$ cat src/rtl/pc_ctrl_pkg.sv
// Shared types and constants for the PC / instruction-fetch sequencer.
package pc_ctrl_pkg;

  localparam int unsigned InstWidth = 32;

  localparam logic [31:0] DefResetVec = 32'h0040_0000;
  localparam logic [31:0] DefExcVec   = 32'h0040_0004;

  typedef enum logic [1:0] {
    StIdle,
    StFetch,
    StHalt
  } fetch_state_e;

  // Encoding is ordered by priority so a plain magnitude compare picks the winner.
  typedef enum logic [1:0] {
    CauseNone = 2'd0,
    CauseBr   = 2'd1,
    CauseJmp  = 2'd2,
    CauseExc  = 2'd3
  } redir_cause_e;

endpackage

$ cat src/rtl/pc_next_sel.sv
// Next-PC selection: merges live redirect inputs with the latched redirect,
// flags misaligned targets and produces the PC to load.
module pc_next_sel
  import pc_ctrl_pkg::*;
#(
  parameter logic [31:0] EXC_VEC = DefExcVec
) (
  input  logic [31:0]  pc_i,
  input  logic         exc_i,
  input  logic         jmp_i,
  input  logic [31:0]  jmp_target_i,
  input  logic         br_taken_i,
  input  logic [31:0]  br_target_i,
  input  redir_cause_e latch_cause_i,
  input  logic [31:0]  latch_target_i,
  output redir_cause_e sel_cause_o,
  output logic [31:0]  sel_target_o,
  output logic [31:0]  next_pc_o,
  output logic         redirect_active_o,
  output logic         misaligned_o
);

  redir_cause_e new_cause;
  logic [31:0]  new_target;

  // Pick the highest-priority live redirect, then let it override the latch only
  // if strictly higher; the earlier latched redirect wins ties.
  always_comb begin
    new_cause  = CauseNone;
    new_target = '0;
    if (exc_i) begin
      new_cause  = CauseExc;
      new_target = EXC_VEC;
    end else if (jmp_i) begin
      new_cause  = CauseJmp;
      new_target = jmp_target_i;
    end else if (br_taken_i) begin
      new_cause  = CauseBr;
      new_target = br_target_i;
    end

    sel_cause_o  = latch_cause_i;
    sel_target_o = latch_target_i;
    if (new_cause > latch_cause_i) begin
      sel_cause_o  = new_cause;
      sel_target_o = new_target;
    end

    redirect_active_o = (sel_cause_o != CauseNone);
    misaligned_o      = redirect_active_o && (sel_target_o[1:0] != 2'b00);

    if (!redirect_active_o) begin
      next_pc_o = pc_i + 32'd4;
    end else if (misaligned_o) begin
      next_pc_o = EXC_VEC;
    end else begin
      next_pc_o = sel_target_o;
    end
  end

endmodule

$ cat src/rtl/pc_fetch_ctrl.sv
// PC register and single-outstanding instruction fetch sequencer.
module pc_fetch_ctrl
  import pc_ctrl_pkg::*;
#(
  parameter logic [31:0] RESET_VEC = DefResetVec,
  parameter logic [31:0] EXC_VEC   = DefExcVec,
  parameter int unsigned TIMEOUT   = 8
) (
  input  logic                 clk,
  input  logic                 rst,
  input  logic                 stall,
  input  logic                 halt,
  input  logic                 exc,
  input  logic                 jmp,
  input  logic [31:0]          jmp_target,
  input  logic                 br_taken,
  input  logic [31:0]          br_target,
  output logic                 imem_req,
  output logic [31:0]          imem_addr,
  input  logic                 imem_ack,
  input  logic [InstWidth-1:0] imem_rdata,
  output logic [InstWidth-1:0] inst,
  output logic                 inst_valid,
  output logic [31:0]          pc,
  output logic                 fetch_err
);

  fetch_state_e         state_q, state_d;
  logic [31:0]          pc_q, pc_d;
  logic [InstWidth-1:0] inst_q, inst_d;
  logic                 inst_valid_q, inst_valid_d;
  logic                 fetch_err_q, fetch_err_d;
  logic [7:0]           cnt_q, cnt_d;
  redir_cause_e         lat_cause_q, lat_cause_d;
  logic [31:0]          lat_target_q, lat_target_d;

  redir_cause_e sel_cause;
  logic [31:0]  sel_target;
  logic [31:0]  next_pc;
  logic         redirect_active;
  logic         misaligned;

  pc_next_sel #(
    .EXC_VEC (EXC_VEC)
  ) u_next_sel (
    .pc_i              (pc_q),
    .exc_i             (exc),
    .jmp_i             (jmp),
    .jmp_target_i      (jmp_target),
    .br_taken_i        (br_taken),
    .br_target_i       (br_target),
    .latch_cause_i     (lat_cause_q),
    .latch_target_i    (lat_target_q),
    .sel_cause_o       (sel_cause),
    .sel_target_o      (sel_target),
    .next_pc_o         (next_pc),
    .redirect_active_o (redirect_active),
    .misaligned_o      (misaligned)
  );

  // Next-state logic for the FSM, PC, delivered instruction, timeout and redirect latch.
  always_comb begin
    state_d      = state_q;
    pc_d         = pc_q;
    inst_d       = inst_q;
    inst_valid_d = 1'b0;
    fetch_err_d  = 1'b0;
    cnt_d        = cnt_q;
    lat_cause_d  = lat_cause_q;
    lat_target_d = lat_target_q;

    unique case (state_q)
      StIdle: begin
        if (redirect_active) begin
          pc_d        = next_pc;
          fetch_err_d = misaligned;
        end
        if (halt) begin
          state_d = StHalt;
        end else if (!stall) begin
          state_d = StFetch;
        end
        cnt_d        = '0;
        lat_cause_d  = CauseNone;
        lat_target_d = '0;
      end
      StFetch: begin
        if (imem_ack) begin
          pc_d = next_pc;
          if (redirect_active) begin
            // Word fetched alongside or after a redirect is dropped (no delay slot).
            fetch_err_d = misaligned;
          end else begin
            inst_d       = imem_rdata;
            inst_valid_d = 1'b1;
          end
          if (halt) begin
            state_d = StHalt;
          end else if (stall) begin
            state_d = StIdle;
          end else begin
            state_d = StFetch;
          end
          cnt_d        = '0;
          lat_cause_d  = CauseNone;
          lat_target_d = '0;
        end else if (cnt_q == 8'(TIMEOUT - 1)) begin
          fetch_err_d  = 1'b1;
          pc_d         = EXC_VEC;
          state_d      = StIdle;
          cnt_d        = '0;
          lat_cause_d  = CauseNone;
          lat_target_d = '0;
        end else begin
          // Address stays fixed mid-request; redirects wait in the latch.
          cnt_d        = cnt_q + 8'd1;
          lat_cause_d  = sel_cause;
          lat_target_d = sel_target;
        end
      end
      StHalt: begin
        state_d = StHalt;
      end
      default: begin
        state_d = StIdle;
      end
    endcase
  end

  // State registers with synchronous reset; a reset edge overrides any concurrent ack.
  always_ff @(posedge clk) begin
    if (rst) begin
      state_q      <= StIdle;
      pc_q         <= RESET_VEC;
      inst_q       <= '0;
      inst_valid_q <= 1'b0;
      fetch_err_q  <= 1'b0;
      cnt_q        <= '0;
      lat_cause_q  <= CauseNone;
      lat_target_q <= '0;
    end else begin
      state_q      <= state_d;
      pc_q         <= pc_d;
      inst_q       <= inst_d;
      inst_valid_q <= inst_valid_d;
      fetch_err_q  <= fetch_err_d;
      cnt_q        <= cnt_d;
      lat_cause_q  <= lat_cause_d;
      lat_target_q <= lat_target_d;
    end
  end

  assign imem_req   = (state_q == StFetch);
  assign imem_addr  = pc_q;
  assign pc         = pc_q;
  assign inst       = inst_q;
  assign inst_valid = inst_valid_q;
  assign fetch_err  = fetch_err_q;

endmodule

$ cat config.mk
export PLATFORM = sky130hd
export DESIGN_NAME = pc_fetch_ctrl
export DESIGN_NICKNAME = d
export VERILOG_FILES = /design/src/rtl/pc_ctrl_pkg.sv /design/src/rtl/pc_next_sel.sv /design/src/rtl/pc_fetch_ctrl.sv
export SDC_FILE = /design/constraint.sdc
export NUM_CORES = 1
export LEC_CHECK = 0
export ABC_AREA = 1
export BUFFER_PORTS_ARGS = -buffer_cell sky130_fd_sc_hd__buf_2
export CAP_MARGIN = 20
export CORE_MARGIN = 2
export CORE_UTILIZATION = 43
export CTS_BUF_LIST = sky130_fd_sc_hd__clkbuf_4
export CTS_CLUSTER_DIAMETER = 150
export DETAILED_ROUTE_END_ITERATION = 10
export PLACE_DENSITY = 0.66
export REMOVE_ABC_BUFFERS = 1
export SYNTH_ARGS = -nofsm -noshare
export SYNTH_HDL_FRONTEND = slang
export SYNTH_HIERARCHICAL = 1
export SYNTH_SLANG_ARGS = --single-unit
$ cat constraint.sdc
create_clock -name clk -period 3.1 [get_ports clk]
set_clock_uncertainty 0.05 [all_clocks]
set_input_delay 0.465 -clock clk [delete_from_list [all_inputs] [get_ports clk]]
set_output_delay 0.465 -clock clk [all_outputs]
set_load 0.01 [all_outputs]
==> impl_metrics.py, run 1 <==
metrics = {
    "logic_synthesis": {
        "yosysTopAreaCell": "dfxtp_1",
        "syn_area_um2": 6879,
        "ys_warn_count": 6,
        "synth_ff_type": "dfxtp_1",
        "synth_edf_count": 0,
        "synth.ff_latch_count": 110,
        "async_flop_share_pct": 0,
        "syn_inst": 1068,
        "synth_area_per_cell_um2": 6.441,
        "synth_area_leaders": "dfxtp_1, nand2_1, nor2_1, a21oi_1, buf_4",
        "seq_area_frac_synth_pct": 32.01,
        "yosysTopAreaCellShare_pct": 32.01,
        "yosysUniqueCellTypes": 39,
    },
    "cts": {
        "cts_buffers": 9,
        "clock-sinks": 110,
        "ctsHoldBuffers": 0,
        "h-tree-depth": 3,
        "cts_post_setup_buffers_inserted": 0,
        "cts_root_buf": "clkbuf_4",
        "cts_tree": "built",
        "clkSlewWorstSetupHoldPaths_ns": 0.20,
        "cts_buffer_depth": 2,
        "clock_latency_ns": 0.51,
        "ctsResizeCount": 0,
    },
    "timing": {
        "fin_crit_ns": 2.515,
        "slew_headroom_pct": 46.96,
        "hold_violations": 0,
        "slew_viol_final": 0,
        "rsz0062_at_grt": "false",
        "setup_violations": 0,
        "min_period_over_period_pct": 81.12,
        "worst_pin_slew_ns": 0.7956,
        "clock.fmax_mhz": 397.7,
    },
    "worst_setup_path": {
        "path_class": "reg2reg",
        "start_kind": "flip-flop",
        "crit_path_max_fanout": 29,
        "slowest_delay_ns": 0.37,
        "cp.arrival_ns": 2.92,
        "path_common_cell": "nand2_1",
        "path_depth": 14,
        "path_buf_inv": 4,
        "crit_family": "simple AND/OR/NAND/NOR gates",
        "crit_chain": "inv_1 > ha_1 > nand2_2 > nand2_1 > nand2_1 > nand2_1 > nand2_2 > nor2_8 > inv_1 > buf_4 > nor2_4 > buf_4 > o21ai_0 > nor2_1",
        "cp-end-kind": "flip-flop",
        "reg2reg_depth": 14,
        "crit_slowest_cell": "dfxtp_1",
        "required_ns": 3.50,
    },
    "floorplanning": {
        "dieHeight_um": 130.5,
        "start_util_pct": 43.62,
        "fp.dieW_um": 130.5,
        "dieArea_um2": 17030,
        "row_count": 46,
        "ios": 203,
        "core_area_um2": 15770,
    },
    "layout": {
        "layout-drive-gt1-share_pct": 24.34,
        "finalNonFillerCells": 1429,
        "fillers": 1692,
        "seqCellArea_um2": 2202,
        "post-route-util_pct": 50.31,
        "syn_to_final_growth_pct": 15.33,
        "multiInputGateArea_um2": 3862,
        "finalNetCount": 1316,
    },
    "detailed_routing": {
        "drcViolationCount": 0,
        "avgRoutedWirePerCell_um": 13.39,
        "routed_wirelength_um": 19130,
        "routed_via_density": 4.914,
        "drt_iter0_drc": 436,
        "num_vias": 7022,
        "ant_nets": 0,
        "first_pass_iters": 5,
    },
    "status": {
        "status": "finished clean",
    },
    "power_and_ir_drop": {
        "p_leak_uw": 0.003837,
        "vdd_drop_max_v": 0.0002564,
        "power_density_nw_per_um2": 397.8,
    },
    "global_route": {
        "grt_max_degree": 66,
        "grt_overflow": 0,
        "first_global_vias": 6256,
        "grt_pass1_wl_um": 30590,
        "antenna_found_initial": 2,
        "grtUsageTotal_pct": 22.43,
    },
    "hold_path": {
        "hold_path.class": "in2reg",
        "hold_depth": 3,
    },
    "flow_run": {
        "cap_violations": 0,
    },
    "place": {
        "hpwlAfterDp_um": 13520,
        "place_congestion": 0.8750,
        "post-place-cells": 1412,
        "port_buffers": 202,
    },
}
tightest hold or removal path, stage by stage:
cell and delay [ns]:
buf_2 0.07, nor2_1 0.03, nor2_1 0.08
cell type report:
| class | count | area share, % |
|---|---|---|
| Multi-Input combinational cell | 810 | 48.68 |
| Sequential cell | 110 | 27.76 |
| Timing Repair Buffer | 221 | 15.49 |
| Tap cell | 216 | 3.406 |
| Inverter | 55 | 2.697 |
| Clock inverter | 7 | 1.088 |
| Clock buffer | 9 | 0.8516 |
| Antenna cell | 1 | 0.03154 |
kinds of logic (layout without fill, tap and decap cells):
group / after synthesis / count (layout) / synth area share (%)
AO/OA/AOI/OAI: 186 / 186 / 15.15
AND/OR/NAND/NOR: 608 / 608 / 38.58
buffers and inverters: 148 / 292 / 11.95
XOR/XNOR: 11 / 11 / 1.400
other: 0 / 1 / 0
adder cells (fa/ha/maj): 5 / 5 / 0.9094
flip-flops: 110 / 110 / 32.01
sequential cells by signal, summed over array words and instances (netlist names):
name,flops
inst,32
cnt_q,8
lat_target_q,32
inst_valid,1
lat_cause_q,2
fetch_err,1
state_q,2
imem_addr,32
cell usage after synthesis, drive strengths merged, types with 2 or more instances:
library cell  instances
dfxtp               110
o21ai                67
ha                    5
a21oi                80
a21boi                2
buf                  75
clkbuf               18
nor2                168
a22oi                28
o21bai                6
o21a                  2
nand3                61
nand3b                6
nand2               361
nor3                  6
nand4                 5
inv                  54
xor2                 10
report_power, final:
| part | switching, µW | internal, µW |
|---|---|---|
| Sequential | 107 | 1480 |
| Combinational | 468 | 328 |
| Clock | 578 | 198 |
worst paths after layout:
kind | slack, ns | start | endpoint
worst max-delay path | 0.59 | lat_cause_q[1]$_SDFFE_PP0P_ | inst[27]$_SDFFE_PP0P_
worst min-delay path | 0.11 | imem_rdata[26] | inst[26]$_SDFFE_PP0P_
worst max register to register | 0.59 | lat_cause_q[1]$_SDFFE_PP0P_ | inst[27]$_SDFFE_PP0P_
worst min register to register | 0.43 | lat_target_q[4]$_SDFFE_PP0P_ | lat_target_q[4]$_SDFFE_PP0P_
through the flow:
stage | setup TNS (ns) | total power (µW) | setup slack [ns] | cell area (µm²) | hold slack [ns]
after CTS | 0 | 3188 | 0.6085 | 7931 | 0.07797
after floorplan | -41.01 | 2049 | -0.7566 | 6271 | 0.3893
after detailed placement | 0 | 2413 | 0.2210 | 7777 | 0.4051
after global placement | 0 | 2405 | 0.3550 | 7777 | 0.4016
final | 0 | 3156 | 0.5853 | 7934 | 0.1080
after global routing | 0 | 3348 | 0.4267 | 7934 | 0.05978
per-layer routing:
layer  wire length [µm]  vias up  global-route usage [%]
li1                   -     3665                       -
met1               9110     3133                   30.19
met2               8729      201                   37.29
met3               1078       21                   4.642
met4                204        2                   4.881
met5                  7        -                       0
cell usage in the layout, fill, tap and decap left out, drive strengths merged, types with 10 or more instances in the layout:
cell,n
a21oi,80
a22oi,28
buf,221
dfxtp,110
inv,56
nand2,361
nand3,61
nor2,168
o21ai,67
xor2,10
No activity file was read; power rests on OpenSTA's default activity.
==> run 2, diff against run 1 <==
--- a/config.mk
+++ b/config.mk
@@ -13,7 +13,7 @@
 export CTS_BUF_LIST = sky130_fd_sc_hd__clkbuf_4
 export CTS_CLUSTER_DIAMETER = 150
 export DETAILED_ROUTE_END_ITERATION = 10
-export PLACE_DENSITY = 0.66
+export PLACE_DENSITY = 0.69
 export REMOVE_ABC_BUFFERS = 1
 export SYNTH_ARGS = -nofsm -noshare
 export SYNTH_HDL_FRONTEND = slang
==> constraint.sdc (replaced) <==
create_clock -name clk -period 2.3 [get_ports clk]
set_clock_uncertainty 0.05 [all_clocks]
set_input_delay 0.345 -clock clk [delete_from_list [all_inputs] [get_ports clk]]
set_output_delay 0.345 -clock clk [all_outputs]
set_load 0.01 [all_outputs]
==> impl_metrics.py, run 2 (synthesis results as in run 1) <==
metrics = {
    "worst_setup_path": {
        "start_kind": "flip-flop",
        "path_class": "reg2reg",
        "crit_slowest_cell": "dfxtp_2",
        "slowest_delay_ns": 0.37,
        "required_ns": 2.69,
        "cp.arrival_ns": 2.58,
        "crit_family": "simple AND/OR/NAND/NOR gates",
        "startpoint": "lat_cause_q[1]$_SDFFE_PP0P_",
        "crit_chain": "inv_2 > ha_4 > nand2_4 > inv_4 > a21oi_4 > buf_6 > nor2_4 > nor2_4 > nand2_4 > nor2_8 > buf_12 > buf_12 > nand2_4 > nand2_1 > nand2_1 > nand3_2 > nand2_1 > nor2_1",
        "crit_path_max_fanout": 6,
        "cp-end-kind": "flip-flop",
        "path_buf_inv": 5,
        "r2r-start": "lat_cause_q[1]$_SDFFE_PP0P_",
    },
    "power_and_ir_drop": {
        "total_power_uw": 4498,
        "vdd_drop_max_v": 0.0004076,
        "p_leak_uw": 0.004276,
        "power_density_nw_per_um2": 511.6,
    },
    "layout": {
        "syn_to_final_growth_pct": 27.79,
        "layout_commonest_cell": "nand2_1",
        "finalNetCount": 1395,
        "fillers": 1569,
        "post-route-util_pct": 55.74,
        "layout-drive-gt1-share_pct": 27.89,
        "most-common-layout-cells": "nand2_1, buf_2, nor2_1",
        "finalNonFillerCells": 1508,
    },
    "cts": {
        "clock_latency_ns": 0.51,
        "clock-sinks": 110,
        "cts_buffers": 9,
        "cts_root_buf": "clkbuf_4",
        "cts_tree": "built",
        "h-tree-depth": 3,
        "cts_buffer_depth": 2,
        "clkSlewWorstSetupHoldPaths_ns": 0.18,
    },
    "place": {
        "port_buffers": 202,
        "hpwlAfterDp_um": 13980,
        "place_congestion": 0.9140,
        "post-place-cells": 1450,
    },
    "floorplanning": {
        "ios": 203,
        "fp.dieW_um": 130.5,
        "row_count": 46,
        "dieHeight_um": 130.5,
        "core_area_um2": 15770,
        "start_util_pct": 43.62,
        "dieArea_um2": 17030,
    },
    "detailed_routing": {
        "first_pass_iters": 5,
        "drcViolationCount": 0,
        "num_vias": 7505,
        "routed_wirelength_um": 20190,
        "avgRoutedWirePerCell_um": 13.39,
        "routed_via_density": 4.977,
        "ant_nets": 0,
        "drt_iter0_drc": 435,
    },
    "timing": {
        "slew_viol_final": 0,
        "min_period_over_period_pct": 95.22,
        "hold_violations": 0,
        "setup_violations": 0,
        "rsz0062_at_grt": "true",
        "worst_pin_slew_ns": 0.4957,
        "fin_crit_ns": 2.190,
        "finalSetupTns_ns": 0,
        "slew_headroom_pct": 66.95,
        "clock.fmax_mhz": 456.6,
    },
    "global_route": {
        "grt_max_degree": 66,
        "grtUsageTotal_pct": 23.82,
        "grt_pass1_wl_um": 32530,
        "antenna_found_initial": 1,
        "first_global_vias": 6711,
        "grt_overflow": 0,
    },
    "hold_path": {
        "hold_path.class": "in2reg",
        "hp-start": "halt",
    },
    "status": {
        "status": "finished clean",
    },
    "flow_run": {
        "cap_violations": 0,
    },
}
run 2: cell count changes in the layout (fill, tap and decap cells not counted), moves of 3 or more:
cell           previous run  this run
dlygate4sd3_1             0        32
nand2_4                   2         7
nor2_1                  159       155
buf_4                    13        54
nand2_2                  16        19
nand2_1                 343       335
nor2_2                    1         4
run 2: timing repair:
item	in CTS	in global routing
pin swaps	2	17
endpoints found under the setup margin	14	58
gates resized for setup	3	27
gates cloned	1	1
buffers inserted	3	4
endpoints found under the hold margin	32	0
hold buffers	32	0
run 2: worst paths after layout:
path / to / slack [ns] / depth (start not counted)
worst max-delay path: imem_addr[9]$_SDFFE_PP0P_ / 0.11 / 18
worst min-delay path: state_q[1]$_SDFFE_PP0P_ / 0.06 / 3
worst max register to register: imem_addr[9]$_SDFFE_PP0P_ / 0.11 / 18
worst min register to register: lat_target_q[23]$_SDFFE_PP0P_ / 0.42 / 2
run 2: layout make-up:
class	instances	area, µm²	share of cell area [%]
multi-input combinational	810	3960	45.05
inverter	55	216.5	2.462
timing repair buffer	300	1981	22.53
clock buffer	9	67.56	0.7686
clock inverter	7	88.84	1.011
sequential	110	2205	25.08
antenna	1	2.502	0.02847
tap	216	270.3	3.074
run 2: where the power goes:
part / switching (µW) / internal, µW
clock network: 714 / 356
logic: 718 / 603
registers: 117 / 1990
total: 1550 / 2950
run 2: per-layer routing:
layer  up-vias  GRT usage (%)  routed length, µm
li1       3826              -                  -
met1      3425          30.58               9097
met2       233          40.84               9524
met3        21          5.171               1299
met4         0          6.008                269
met5         -              0                  0
run 2: through the flow:
step / instance area, µm² / hold slack, ns / setup slack [ns]
2_1_floorplan: 6271 / 0.3641 / -1.437
3_5_place_dp: 8075 / 0.4051 / -0.2817
3_3_place_gp: 8075 / 0.4019 / -0.2208
4_1_cts: 8638 / 0.02606 / 0.003762
5_1_grt: 8791 / 0.04329 / -0.01682
6_report: 8791 / 0.06065 / 0.1098
run 2: worst min-delay path, stage by stage:
cell    delay, ns
buf_2        0.11
nor2_1       0.08
nor3_1       0.05
==> run 3, diff against run 2 <==
--- a/config.mk
+++ b/config.mk
@@ -8,6 +8,7 @@
 export ABC_AREA = 1
 export BUFFER_PORTS_ARGS = -buffer_cell sky130_fd_sc_hd__buf_2
 export CAP_MARGIN = 20
+export CORE_ASPECT_RATIO = 1.2
 export CORE_MARGIN = 2
 export CORE_UTILIZATION = 43
 export CTS_BUF_LIST = sky130_fd_sc_hd__clkbuf_4
==> impl_metrics.py, run 3 (synthesis results as in run 1) <==
metrics = {
    "detailed_routing": {
        "ant_nets": 0,
        "drt_iter0_drc": 642,
        "met1Wirelength_um": 9028,
        "routed_wirelength_um": 20320,
        "avgRoutedWirePerCell_um": 13.49,
        "num_vias": 7459,
        "met3_length_um": 1258,
        "drcViolationCount": 0,
        "first_pass_iters": 5,
        "routed_via_density": 4.953,
        "wl_met2_um": 9706,
        "top_layer_used": "met4",
    },
    "layout": {
        "post-route-util_pct": 55.91,
        "most-common-layout-cells": "nand2_1, buf_2, nor2_1",
        "final_cell_area_um2": 8745,
        "layout-drive-gt1-share_pct": 27.76,
        "finalNetCount": 1401,
        "finalNonFillerCells": 1506,
        "layout_commonest_cell": "nand2_1",
        "fillers": 1533,
        "syn_to_final_growth_pct": 27.12,
    },
    "timing": {
        "setup_ws_ns": 0.1141,
        "slew_viol_final": 0,
        "clock.fmax_mhz": 457.5,
        "rsz0062_at_grt": "true",
        "hold_violations": 0,
        "worst_pin_slew_ns": 0.5083,
        "slew_headroom_pct": 66.12,
        "fin_crit_ns": 2.186,
        "setup_violations": 0,
        "min_period_over_period_pct": 95.04,
    },
    "power_and_ir_drop": {
        "p_leak_uw": 0.004276,
        "power_density_nw_per_um2": 499.7,
        "p_int_uw": 2823,
        "total_power_uw": 4370,
        "vdd_drop_max_v": 0.0002708,
        "seq_power_share_pct": 48.0,
        "clock_power_share_pct": 22.3,
        "p_sw_share_pct": 35.39,
        "combPwrFrac_pct": 29.7,
        "p_sw_uw": 1546,
    },
    "place": {
        "place_congestion": 0.9593,
        "post-place-cells": 1449,
        "hpwlAfterDp_um": 13950,
        "port_buffers": 202,
        "dp_slack_ns": -0.2956,
        "dpl-instance-area_um2": 8130,
    },
    "worst_setup_path": {
        "slowest_delay_ns": 0.37,
        "reg2reg_slack_ns": 0.11,
        "start_kind": "flip-flop",
        "path_class": "reg2reg",
        "crit_slowest_cell": "dfxtp_2",
        "crit_path_max_fanout": 7,
        "crit_chain": "inv_2 > ha_4 > nand2_4 > inv_2 > a21oi_4 > nand2_1 > nand2_2 > nor2_8 > buf_12 > nor2_8 > buf_12 > nand2_2 > nand2_1 > nand2_1 > nand3_2 > nand2_1 > nor2_1",
        "required_ns": 2.68,
        "cp.arrival_ns": 2.57,
        "path_common_cell": "nand2_1",
        "cp-end-kind": "flip-flop",
    },
    "flow_run": {
        "cap_violations": 0,
    },
    "global_route": {
        "grtUsageTotal_pct": 23.15,
        "first_global_vias": 6795,
        "antenna_found_initial": 1,
        "grt_pass1_wl_um": 32390,
        "grt_max_degree": 66,
        "grt_overflow": 0,
    },
    "cts": {
        "cts_buffer_depth": 2,
        "clock-sinks": 110,
        "h-tree-depth": 3,
        "clkSlewWorstSetupHoldPaths_ns": 0.19,
        "cts_root_buf": "clkbuf_4",
        "clock_latency_ns": 0.50,
        "cts_buffers": 9,
        "cts_tree": "built",
    },
    "floorplanning": {
        "row_count": 50,
        "core_area_um2": 15640,
        "dieArea_um2": 17030,
        "ios": 203,
        "start_util_pct": 43.98,
        "dieHeight_um": 142.6,
        "fp.dieW_um": 119.5,
    },
    "status": {
        "status": "finished clean",
    },
    "hold_path": {
        "hold_path.class": "in2reg",
    },
}
run 3: changes by cell type in the layout (fill, tap and decap cells not counted), moves of 2 or more:
cell           change
nand2_1            +4
dlygate4sd3_1      -2
nor2_1             +3
buf_4              +9
nor2_2             -2
nand2_2            -3
run 3: worst paths after layout:
| check | startpoint | endpoint | cells past startpoint |
|---|---|---|---|
| max | lat_cause_q[1]$_SDFFE_PP0P_ | imem_addr[13]$_SDFFE_PP0P_ | 17 |
| min | imem_rdata[11] | inst[11]$_SDFFE_PP0P_ | 3 |
| max reg2reg | lat_cause_q[1]$_SDFFE_PP0P_ | imem_addr[13]$_SDFFE_PP0P_ | 17 |
| min reg2reg | lat_target_q[20]$_SDFFE_PP0P_ | lat_target_q[20]$_SDFFE_PP0P_ | 2 |
run 3: metal layers:
layer | GRT usage, % | vias to the layer above
met4 | 7.864 | 0
met5 | 0 | -
met3 | 4.046 | 23
met1 | 29.68 | 3361
met2 | 39.28 | 235
li1 | - | 3840
run 3: worst max-delay path: cells and delay by family (launching register included):
family	cells	cell delay, ns
AND/OR/NAND/NOR	11	0.93
AO/OA/AOI/OAI	1	0.15
adder cells (fa/ha/maj)	1	0.23
buffers and inverters	4	0.39
flip-flops	1	0.37
run 3: stage by stage:
step	setup TNS, ns	hold slack [ns]
final	0	0.03100
after global routing	-0.08509	0.01792
after CTS	0	0.005164
after global placement	-12.86	0.4014
after floorplan	-86.19	0.3641
after detailed placement	-15.82	0.4052
run 3: power groups by stage:
stage	registers [µW]	clock network [µW]	logic, µW
after floorplan	2210	0	549
after global placement	2130	0	1190
after detailed placement	2140	0	1200
after CTS	2100	1020	1250
after global routing	2110	1080	1430
final	2100	975	1300
run 3: area by class of cell:
cell class	instances	area [µm²]	area share (%)
clock inverters	7	67.56	0.7726
flip-flops and latches	110	2205	25.21
diodes	1	2.502	0.02862
repair buffers	306	2001	22.88
well taps	208	260.3	2.976
inverters	55	214.0	2.447
clock buffers	9	67.56	0.7726
multi-input cells	810	3928	44.91
run 3: repair_timing:
action                                  CTS  global route
cloned                                    0             1
setup buffers                             1             8
gates resized for setup                   0            16
endpoints found under the setup margin    1            66
endpoints found under the hold margin    30             0
hold buffers                             30             0
pin swaps                                 2            12
